--- config.mk ---
export PLATFORM = sky130hd
export DESIGN_NAME = sysarr_out_drain
export DESIGN_NICKNAME = d
export VERILOG_FILES = /design/src/rtl/sysarr_out_drain.sv
export SDC_FILE = /design/constraint.sdc
export NUM_CORES = 1
export LEC_CHECK = 0
export CAP_MARGIN = 20
export CORE_MARGIN = 5
export CORE_UTILIZATION = 40
export CTS_CLUSTER_SIZE = 12
export DETAILED_ROUTE_END_ITERATION = 12
export GPL_ROUTABILITY_DRIVEN = 0
export SLEW_MARGIN = 40
export SYNTH_ARGS = -nofsm -noshare
export SYNTH_HDL_FRONTEND = slang
export SYNTH_SLANG_ARGS = --single-unit
--- constraint.sdc ---
create_clock -name clk -period 2.6 [get_ports clk]
set_input_delay 0.39 -clock clk [delete_from_list [all_inputs] [get_ports clk]]
set_output_delay 0.39 -clock clk [all_outputs]
set_load 0.05 [all_outputs]
--- src/rtl/sysarr_out_drain.sv ---
// Drain stage behind the systolic array output FIFO: assembles rows from shift
// strobes, queues them (2 deep) and issues one addressed memory write per row.
module sysarr_out_drain #(
    parameter int DW          = 16,
    parameter int N           = 4,
    parameter int ROWS        = 4,
    parameter int AW          = 16,
    parameter int ADDR_STRIDE = 1
) (
    input  logic            clk,
    input  logic            nRST,
    input  logic            start,
    input  logic [AW-1:0]   base_addr,
    input  logic            shift,
    input  logic [DW*N-1:0] fifo_row,
    output logic            wr_valid,
    input  logic            wr_ready,
    output logic [AW-1:0]   wr_addr,
    output logic [DW*N-1:0] wr_data,
    output logic            busy,
    output logic            tile_done,
    output logic            overflow
);
    localparam int CW = (N > 1) ? $clog2(N) : 1;
    localparam int RW = $clog2(ROWS + 1);

    typedef enum logic [1:0] {IDLE, COLLECT, FLUSH} state_t;

    state_t          state;
    logic [CW-1:0]   elem_cnt;
    logic [RW-1:0]   rows_captured;
    logic            cap_pending;
    logic [AW-1:0]   base_addr_q;

    logic [DW*N-1:0] q_data [2];
    logic [AW-1:0]   q_addr [2];
    logic            rd_ptr;
    logic            wr_ptr;
    logic [1:0]      q_cnt;

    logic            pop;
    logic            push_ok;
    logic            q_full;
    logic [AW-1:0]   row_addr;

    assign q_full   = (q_cnt == 2'd2);
    assign pop      = wr_valid && wr_ready;
    // A full queue still accepts a row when the head leaves in the same cycle.
    assign push_ok  = cap_pending && (!q_full || pop);
    // Index counts every capture, dropped ones included, so addresses stay aligned.
    assign row_addr = base_addr_q + AW'(rows_captured) * AW'(ADDR_STRIDE);

    assign wr_valid = (q_cnt != 2'd0);
    assign wr_addr  = q_addr[rd_ptr];
    assign wr_data  = q_data[rd_ptr];
    assign busy     = (state != IDLE);

    always_ff @(posedge clk or negedge nRST) begin
        if (!nRST) begin
            state         <= IDLE;
            elem_cnt      <= '0;
            rows_captured <= '0;
            cap_pending   <= 1'b0;
            base_addr_q   <= '0;
            rd_ptr        <= 1'b0;
            wr_ptr        <= 1'b0;
            q_cnt         <= 2'd0;
            tile_done     <= 1'b0;
            overflow      <= 1'b0;
            for (int i = 0; i < 2; i++) begin
                q_data[i] <= '0;
                q_addr[i] <= '0;
            end
        end else begin
            tile_done <= 1'b0;
            if (start) begin
                state         <= COLLECT;
                elem_cnt      <= '0;
                rows_captured <= '0;
                cap_pending   <= 1'b0;
                base_addr_q   <= base_addr;
                rd_ptr        <= 1'b0;
                wr_ptr        <= 1'b0;
                q_cnt         <= 2'd0;
                overflow      <= 1'b0;
            end else begin
                case (state)
                    COLLECT: if (rows_captured == RW'(ROWS)) state <= FLUSH;
                    FLUSH: begin
                        if (q_cnt == 2'd0) begin
                            state     <= IDLE;
                            tile_done <= 1'b1;
                        end
                    end
                    default: ;
                endcase

                // fifo_row still holds the completed row here, even if a shift lands now.
                cap_pending <= 1'b0;
                if (state == COLLECT && shift) begin
                    if (elem_cnt == CW'(N - 1)) begin
                        elem_cnt    <= '0;
                        cap_pending <= (rows_captured < RW'(ROWS));
                    end else begin
                        elem_cnt <= elem_cnt + CW'(1);
                    end
                end

                if (cap_pending) begin
                    rows_captured <= rows_captured + RW'(1);
                    if (push_ok) begin
                        q_data[wr_ptr] <= fifo_row;
                        q_addr[wr_ptr] <= row_addr;
                        wr_ptr         <= ~wr_ptr;
                    end else begin
                        overflow <= 1'b1;
                    end
                end

                if (pop) rd_ptr <= ~rd_ptr;
                q_cnt <= q_cnt + 2'(push_ok) - 2'(pop);
            end
        end
    end
endmodule

==> impl_results.md, run 1 <==
* Core ar. at 21,000 um2
* Slew Limit Fails at 0
* Most common cell in the netlist: nand2_1
* CTS tree: built
* Critical path class: register to output pin
* CP Data Arrival Time at 2.09 ns
* Tmin final at 2.48 ns
* Status: complete, no violations
* Synth-to-Final Area Change at 29.6%
* Setup Viol. Count Final at 0
* First-pass GRT wire length at 33,200 um
* R2R Path End: q_addr[30]
* Avg WL per Cell at 15.3 um
* Layout cells sized above 1 at 0.188
* Num CTS Buffers at 17
* R2R setup slack at approximately 0.33 ns
* Post-CTS Repair Setup Buffers at 0
* Cell count after synthesis at 894
* Top cells by area, synth: dfrtp_1 56%, nand2_1 19%, mux2_2 12%, clkbuf_1 1.5%, ha_1 1.2%
* Pwr Density at 654 nW/um2
* CP max stage cell: clkdlybuf4s50_1
* Setup TNS at 0 ns
* Root buf cell: clkbuf_16
* Worst r2r path cells at 8
* Nets at 1,144
* # fillers at 1,981
* Yosys top cell by area: dfrtp_1
* Hold Violations, Final at 0
* Tcrit/Tclk final at 0.953
* Number of synthesized flops with an enable pin at 0
* Most used DFF post-synth: dfrtp_1
* Worst Hold End: q_data[119]
* Post-Layout Cell Count at 1,338
* Worst Path Max Fanout at 10
* Die span in x at 156 um
* Max Clock Skew at around 0.013 ns
* DIE HEIGHT at 156 um
* RSZ-0062 raised after global routing: no
* Die Area at around 24,000 um2
* Worst-path clk slew at 0.08 ns
* Clk_lat worst skew at approximately 0.42 ns
* Storage cell area at 4760 um2
* Leakage at about 0.0057 uW
* CP cell instances: mux2_2 > clkdlybuf4s50_1
* Max cap viols at 0
* CTS sink count at 190
* WP data required at 2.21 ns
* Area of the multi-input gates at 3540 um2
* Gr ovfl total at 0
* Min-Delay Path Class: register to register
* Pin count of the biggest net entering global routing at ~70
* Initial antenna violation count at 0
* Initial Utilization at 0.406
* Syn_area_per_cell at 9.52 um2
* Vias at 6,336
* Number of global-route vias before repair at about 6,300
* Post-synth cell types at 42
* Number of core rows at 53
* Worst Tran Pin Value at 0.615 ns
* Mapped cell area at between 8000 and 9000 um2
* Post-DP HPWL at between 10,000 and 15,000 um
* CP top delay family: buffers and inverters
* Top cells by count, synth: 425 x nand2_1, 190 x dfrtp_1, 93 x mux2_2, 35 x clkbuf_1, 17 x o21ai_1
* IO Port Bufs at 168
* Post-DRT Antenna Nets at 0
* Drt total wl at 20,500 um
* Maximum clock path buffer count at 2
* Worst setup SP type: register
* CP max stage delay at just over 0.8 ns
* # IOs at roughly 170
* DRC errors left at 0
* Drt initial violations at around 260
* Peak Freq at 404 MHz
* CTS H-Tree Depth at 4
* Buf/Inv on CP at 1
* VDD IR max at 414 uV
* Hold_sp: q_data[119]
* Register area share after synthesis at 0.559
* WHS Path Cells at 2
* Ys Warns at 0
* Avg Vias per Cell at roughly 4.7
* Slew HR at 0.590
* FFs w/ async S/R, synth at 1.00
* Flops & latches, synth at 190
* Ant diodes at 0
* Placed cell count at between 1,000 and 1,500
* Synth Net Count at 988
* Crit end category: output pin
* Overall routing resource usage at 0.170
* DRT Pass-1 Iters at 4
* Tot Pwr at 7210 uW
* Reg2Reg Launch Point: rows_captured[0]
* Area fraction of the dominant cell type after synthesis at 0.559
through the flow:
| stage | setup WS [ns] | hold slack, ns | util | cell area, um2 |
|---|---|---|---|---|
| after floorplan | 0.441 | 0.0944 | - | 8510 |
| after global placement | 0.318 | 0.452 | 0.498 | 10400 |
| after detailed placement | 0.286 | 0.452 | 0.498 | 10400 |
| after CTS | 0.117 | 0.474 | 0.526 | 11000 |
| after global routing | 0.0664 | 0.488 | 0.526 | 11000 |
| final | 0.122 | 0.470 | 0.526 | 11000 |
state kept, by name, summed over array words and instances, names as in the netlist:
register	cells
wr_ptr	1
state	2
overflow	1
q_data	128
rd_ptr	1
q_addr	32
q_cnt	2
rows_captured	3
base_addr_q	16
cap_pending	1
tile_done	1
elem_cnt	2
kinds of logic (layout without fill, tap and decap cells):
group                    after synthesis  after routing  share of synthesized area
AND/OR/NAND/NOR                      477            477                      0.223
XOR/XNOR                              17             17                     0.0175
adder cells (fa/ha/maj)                9              9                     0.0141
multiplexers                          97             97                      0.128
flip-flops                           190            190                      0.559
AO/OA/AOI/OAI                         47             47                     0.0318
buffers and inverters                 57            226                     0.0272
worst max path at each step:
stage | start | to | slack [ns] | cells past startpoint
floorplan | rows_captured[0] | q_addr[14] | 0.44 | 7
global placement | start | q_addr[24] | 0.32 | 6
detailed placement | start | q_addr[18] | 0.29 | 6
CTS | rd_ptr | wr_addr[14] | 0.12 | 2
global route | rd_ptr | wr_addr[14] | 0.07 | 2
finish | rd_ptr | wr_addr[14] | 0.12 | 2
power breakdown:
part,internal (uW),switching [uW]
Sequential,3100,103
Clock,1420,1200
Combinational,544,847
what timing repair did:
action,in CTS,in global routing
hold endpoints to repair,12,0
hold buffers,1,0
resized for setup,25,0
setup endpoints to repair,26,0
worst min-delay path, stage by stage (launching register included):
cell	delay [ns]
dfrtp_1	0.34
nand2_1	0.05
nand2_1	0.05
cells in the final DEF (no fill, tap or decap), drive strengths merged, types with 2 or more instances in the layout:
| master | n |
|---|---|
| a21oi | 3 |
| a31oi | 4 |
| and2 | 2 |
| and3 | 2 |
| buf | 65 |
| clkbuf | 20 |
| clkdlybuf4s50 | 95 |
| clkinv | 6 |
| dfrtp | 190 |
| dlygate4sd2 | 24 |
| ha | 8 |
| inv | 13 |
| mux2 | 93 |
| mux2i | 4 |
| nand2 | 425 |
| nand2b | 4 |
| nand3b | 2 |
| nand4 | 3 |
| nor2 | 16 |
| nor2b | 2 |
| nor3 | 7 |
| nor4b | 2 |
| o2111ai | 2 |
| o211ai | 3 |
| o21ai | 30 |
| or2 | 5 |
| xnor2 | 6 |
| xor2 | 11 |
area by class of cell:
class | instances | area share
multi-input combinational | 647 | 0.321
clock buffer | 19 | 0.0411
sequential | 190 | 0.431
clock inverter | 13 | 0.0137
tap | 275 | 0.0312
inverter | 8 | 0.00272
timing repair buffer | 186 | 0.159
per-layer routing:
layer / up-vias / track usage / wire length (um)
li1: 3179 / - / -
met1: 2993 / 0.245 / 9790
met2: 152 / 0.266 / 9330
met3: 12 / 0.0330 / 1140
met4: 0 / 0.0413 / 189
met5: - / 0 / 0
Power figures use the tool's default switching activity.
==> inputs of run 2 (changes only) <==
ABC_AREA = 1   (was default)
CORE_MARGIN = default   (was 5)
==> impl_results.md, run 2 <==
* Gr ovfl total at 0 (unchanged)
* Pre-CTS setup slack at 0.449 ns (+0.163 ns)
* R2R setup slack at 0.61 ns (+0.28 ns)
* Vias at 7,089 (+12%)
* CP Data Arrival Time at 2.04 ns (-0.05 ns)
* Max reg flops at 128 (unchanged)
* Syn_area_per_cell at 8.30 um2 (-13%)
* # fillers at 2,123 (+7.2%)
* Worst Tran Pin Value at 0.591 ns (-0.0236 ns)
* Tmin final at 2.43 ns (-0.0443 ns)
* Number of synthesized flops with an enable pin at 0 (unchanged)
* Clk_lat worst skew at 0.43 ns (about the same)
* Top cells by area, synth: dfrtp_1 53%, nand2_1 20%, o21ai_2 6.1%, inv_1 4.4%, o21ai_1 3.7%
* Core ar. at 21,900 um2 (+4.5%)
* Number of core rows at 54 (+1.9%)
* Num CTS Buffers at 17 (unchanged)
* Drt total wl at 20,700 um (+1.2%)
* Die Area at 23,000 um2 (-5.2%)
* CP max stage delay at 0.60 ns (-0.22 ns)
* Max Clock Skew at 0.0101 ns (-0.00257 ns)
* Avg WL per Cell at 13.6 um (-11%)
* Cell count after synthesis at 1,081 (+21%)
* Initial antenna violation count at 0 (unchanged)
* Layout cells sized above 1 at 0.166 (-0.0226)
* Worst Path Max Fanout at 25 (+15)
* Crit path launch: rd_ptr
* Synth Net Count at 1,175 (+19%)
* Leakage at 0.00589 uW (+2.5%)
* Tcrit/Tclk final at 0.936 (-0.0171)
* Setup Viol. Count Final at 0 (unchanged)
* Number of global-route vias before repair at 6,712 (+6.9%)
* DRC errors left at 0 (unchanged)
* Slew Limit Fails at 0 (unchanged)
* Overall routing resource usage at 0.190 (+0.0197)
* Pwr Density at 694 nW/um2 (+6.1%)
* Setup TNS at 0 ns (unchanged)
* Drt initial violations at 431 (+65%)
* Top cells by count, synth: 478 x nand2_1, 190 x dfrtp_1, 104 x inv_1, 67 x o21ai_1, 62 x o21ai_2
* CTS tree: built
* Post-Layout Cell Count at 1,524 (+14%)
* Ys Warns at 0 (unchanged)
* CP cell instances: inv_2 > buf_12 > nand2_1 > nand2_1 > buf_4
* Max cap viols at 0 (unchanged)
* Register area share after synthesis at 0.530 (-0.0284)
* Most common cell in the netlist: nand2_1
* DIE HEIGHT at 152 um (-2.7%)
* Flops & latches, synth at 190 (unchanged)
* Area fraction of the dominant cell type after synthesis at 0.530 (-0.0284)
* Min-Delay Path Class: register to register
* Area after DPL at 10,700 um2 (+2.5%)
* Die span in x at 152 um (-2.7%)
* Slew HR at 0.602 (+0.0115)
* Top flop regs: q_data x128, q_addr x32, base_addr_q x16
* Post-DP HPWL at 14,100 um (+4.6%)
* CTS H-Tree Depth at 4 (unchanged)
* Mapped cell area at 8970 um2 (+5.4%)
* Critical path class: register to output pin
* Placed cell count at 1,491 (+14%)
* Post-CTS Repair Setup Buffers at 0 (unchanged)
* Yosys top cell by area: dfrtp_1
* Reg2Reg Launch Point: rows_captured[0]
* Nets at 1,325 (+16%)
* Post-synth cell types at 34 (-19%)
* IO Port Bufs at 168 (unchanged)
* # IOs at 169 (unchanged)
* Pin count of the biggest net entering global routing at 74 (+4.2%)
* FFs w/ async S/R, synth at 1.00 (unchanged)
* CTS resizes at 0 (-100%)
* VDD IR max at 546 uV (+32%)
* Worst-path clk slew at 0.07 ns (about the same)
* WP data required at 2.21 ns (about the same)
* Synth-to-Final Area Change at 26.0%
* R2R Path End: q_addr[20]
* Crit end category: output pin
* Worst r2r path cells at 9 (+1)
* Utilization after layout at 0.516 (-0.0103)
* Avg Vias per Cell at 4.65 (-1.8%)
* CTS sink count at 190 (unchanged)
* Post-DRT Antenna Nets at 0 (unchanged)
* Root buf cell: clkbuf_16
* Status: complete, no violations
* Peak Freq at 411 MHz (+1.8%)
* RSZ-0062 raised after global routing: no
* Most common cell after layout, fill and taps aside: nand2_1
* First-pass GRT wire length at 33,700 um (+1.5%)
* Hold_sp: state[0]
* Worst setup SP type: register
* CTS Hold Bufs at 1 (unchanged)
* Most used DFF post-synth: dfrtp_1
* Non-Filler Cell Area, Final at 11,300 um2 (+2.4%)
* Initial Utilization at 0.410 (+0.00350)
* Hold Violations, Final at 0 (unchanged)
* Maximum clock path buffer count at 2 (unchanged)
* CP most frequent cell: nand2_1
* Crit path to: wr_addr[14]
* WHS Path Cells at 2 (unchanged)
* Final worst slack at 0.166 ns (+0.0443 ns)
* Ant diodes at 0 (unchanged)
* DRT Pass-1 Iters at 6 (+2)
* Most frequent cells in the layout: 478 x nand2_1, 189 x dfrtp_1, 103 x inv_1, 87 x clkdlybuf4s50_1, 85 x buf_4
* CP max stage cell: dfrtp_4
* Most flops, register: q_data
[run 2: cell types whose count changed in the layout (fill, tap and decap cells not counted), moves of 6 or more]
| cell | previous run | this run |
|---|---|---|
| buf_12 | 6 | 13 |
| inv_1 | 8 | 103 |
| o21ai_0 | 13 | 36 |
| nor3_1 | 7 | 1 |
| xor2_1 | 11 | 3 |
| mux2_2 | 93 | 0 |
| o21ai_2 | 0 | 62 |
| clkdlybuf4s50_1 | 95 | 87 |
| nand2_1 | 425 | 478 |
| o21ai_1 | 17 | 67 |
| buf_4 | 58 | 85 |
| dlygate4sd2_1 | 24 | 0 |
| nand3_1 | 1 | 31 |
[run 2: final cells by class]
class / instances / area (um2) / share of cell area
clock buffer: 18 / 429 / 0.0380
tap: 280 / 350 / 0.0310
multi-input combinational: 726 / 3390 / 0.300
sequential: 190 / 4760 / 0.421
inverter: 109 / 417 / 0.0369
timing repair buffer: 187 / 1790 / 0.159
clock inverter: 14 / 156 / 0.0138
[run 2: report_power, final]
group	internal (uW)	leakage (uW)	switching, uW
Sequential	3120	0.00257	123
Combinational	670	0.00304	1310
Clock	1440	0.000280	1190
[run 2: metal layers]
| metal | up-vias | track usage | routed length (um) |
|---|---|---|---|
| met2 | 138 | 0.303 | 9680 |
| met4 | 0 | 0.0485 | 211 |
| met5 | - | 0 | 0 |
| li1 | 3655 | - | - |
| met1 | 3278 | 0.262 | 9850 |
| met3 | 18 | 0.0380 | 961 |
[run 2: worst min-delay path by stage]
| stage | endpoint | slack [ns] |
|---|---|---|
| 3_5_place_dp | q_data[80] | 0.41 |
| 6_report | state[0] | 0.47 |
| 3_3_place_gp | q_data[80] | 0.41 |
| 4_1_cts | state[0] | 0.48 |
| 5_1_grt | q_data[16] | 0.50 |
| 2_1_floorplan | base_addr_q[0] | 0.09 |
[run 2: worst max-delay path: cells and delay by family (launching register included)]
family	cells	cell delay, ns
buffers and inverters	3	0.82
and+or+nand+nor	2	0.18
DFF	1	0.60
[run 2: cells by family after synthesis]
kind of cell	share of synthesized area
compound gates	0.123
xor+xnor	0.00488
fa+ha+maj	0.0134
buf+inv	0.0915
flops	0.530
simple gates	0.237
[run 2: metrics by stage]
stage                     total power [uW]  hold WS, ns
final                                 7840        0.475
after global routing                  8220        0.499
after CTS                             7950        0.477
after detailed placement              5300        0.406
after global placement                5290        0.406
after floorplan                       4430       0.0944
==> inputs of run 3 (changes only) <==
CTS_BUF_LIST = sky130_fd_sc_hd__clkbuf_16   (was default)
GPL_ROUTABILITY_DRIVEN = default   (was 0)
==> impl_results.md, run 3 (synthesis results as in run 2) <==
* Slew HR at 0.602 (about the same)
* Gr ovfl total at 0 (unchanged)
* Peak Freq at 411 MHz (+0.11%)
* Setup TNS at 0 ns (unchanged)
* Post-DRT Antenna Nets at 0 (unchanged)
* CP Data Arrival Time at 2.04 ns (about the same)
* Worst Path Max Fanout at 25 (unchanged)
* Pwr Density at 694 nW/um2 (about the same)
* Drt initial violations at 434 (+0.70%)
* VDD IR max at 546 uV (about the same)
* RSZ-0062 raised after global routing: no
* CP max stage delay at 0.60 ns (about the same)
* Ant diodes at 0 (unchanged)
* Maximum clock path buffer count at 2 (unchanged)
* Synth-to-Final Area Change at 26.0% (unchanged)
* Minimum hold slack at 0.475 ns (unchanged)
* Most flops, register: q_data
* CTS resizes at 0 (unchanged)
* Buf/Inv on CP at 3 (unchanged)
* Slew Limit Fails at 0 (unchanged)
* Setup Viol. Count Final at 0 (unchanged)
* Initial antenna violation count at 0 (unchanged)
* GP Congestion at 0.786
* Worst setup SP type: register
* IO Port Bufs at 168 (unchanged)
* Tcrit/Tclk final at 0.935 (-0.00100)
* Number of global-route vias before repair at 6,711 (-0.015%)
* Overall routing resource usage at 0.190 (unchanged)
* CP most frequent cell: nand2_1
* Worst-path clk slew at 0.07 ns (about the same)
* # fillers at 2,123 (unchanged)
* CP max stage cell: dfrtp_4
* Critical path class: register to output pin
* Top flop regs: q_data x128, q_addr x32, base_addr_q x16
* CTS Hold Bufs at 1 (unchanged)
* Avg Vias per Cell at 4.65 (unchanged)
* CP top delay family: buffers and inverters
* Die span in x at 152 um (unchanged)
* Post-CTS Repair Setup Buffers at 0 (unchanged)
* Post-DP HPWL at 14,100 um (unchanged)
* CTS tree: built
* Nets at 1,325 (unchanged)
* DRC errors left at 0 (unchanged)
* Layout cells sized above 1 at 0.166 (unchanged)
* R2R setup slack at 0.61 ns (about the same)
* Crit end category: output pin
* First-pass GRT wire length at 33,700 um (about the same)
* Worst Tran Pin Value at 0.591 ns (+0.0000125 ns)
* Tot Pwr at 7840 uW (about the same)
* Hold Violations, Final at 0 (unchanged)
* Tmin final at 2.43 ns (-0.00260 ns)
* DIE HEIGHT at 152 um (unchanged)
* Root buf cell: clkbuf_16
* Leakage at 0.00589 uW (about the same)
* CTS sink count at 190 (unchanged)
* Initial Utilization at 0.410 (unchanged)
* CTS H-Tree Depth at 4 (unchanged)
* Max Clock Skew at 0.0101 ns (-0.0000155 ns)
* Core ar. at 21,900 um2 (unchanged)
* Pin count of the biggest net entering global routing at 74 (unchanged)
* CP cell instances: inv_2 > buf_12 > nand2_1 > nand2_1 > buf_4
* Clk_lat worst skew at 0.43 ns (about the same)
* Most frequent cells in the layout: 478 x nand2_1, 189 x dfrtp_1, 104 x inv_1, 87 x clkdlybuf4s50_1, 85 x buf_4
* # IOs at 169 (unchanged)
* Avg WL per Cell at 13.6 um (about the same)
* Most common cell after layout, fill and taps aside: nand2_1
* Drt total wl at 20,700 um (about the same)
* Vias at 7,089 (unchanged)
* DRT Pass-1 Iters at 8 (+2)
* Status: complete, no violations
* Max reg flops at 128 (unchanged)
* Number of core rows at 54 (unchanged)
* WP data required at 2.21 ns (about the same)
* Min-Delay Path Class: register to register
* Max cap viols at 0 (unchanged)
* Num CTS Buffers at 17 (unchanged)
* Die Area at 23,000 um2 (unchanged)
==> run 3: changes by cell type in the layout (fill, tap and decap cells not counted) <==
cell and change:
clkbuf_1 -1, inv_1 +1
==> run 3: final timing paths <==
check	start	end	cells after the start
max in group asynchronous	nRST	q_data[37]	3
max reg2reg	rows_captured[0]	q_addr[20]	9
min	state[0]	state[0]	2
min in group asynchronous	nRST	q_data[80]	2
min reg2reg	state[0]	state[0]	2
max	rd_ptr	wr_addr[14]	5
==> run 3: stage by stage <==
stage | worst slack, ns | util | std cells | instance area [um2]
6_report | 0.169 | 0.516 | 1524 | 11300
3_5_place_dp | 0.449 | 0.489 | 1491 | 10700
2_1_floorplan | 0.467 | - | 1081 | 8970
5_1_grt | 0.0444 | 0.516 | 1524 | 11300
3_3_place_gp | 0.487 | 0.489 | 1491 | 10700
4_1_cts | 0.126 | 0.516 | 1524 | 11300
==> run 3: metal layers <==
| layer | track usage | share of wire | up-vias |
|---|---|---|---|
| met2 | 0.303 | 0.47 | 138 |
| met1 | 0.263 | 0.48 | 3278 |
| met5 | 0 | 0 | - |
| li1 | - | - | 3655 |
| met3 | 0.0380 | 0.046 | 18 |
| met4 | 0.0485 | 0.010 | 0 |
==> run 3: power breakdown <==
part           internal [uW]  switching [uW]  leakage (uW)
combinational            670            1310       0.00304
sequential              3120             123       0.00257
clock                   1430            1190      0.000284
==> run 3: area by class of cell <==
type                    instances  area [um2]  share of cell area
clock buffers                  17         425              0.0377
clock inverters                15         160              0.0142
inverters                     109         417              0.0369
multi-input cells             726        3390               0.300
flip-flops and latches        190        4760               0.421
well taps                     280         350              0.0310
repair buffers                187        1790               0.159
==> run 3: worst min-delay path, delay by kind of cell, from the launching register on <==
kind	cells	cell delay [ns]
simple gates	2	0.10
flops	1	0.34
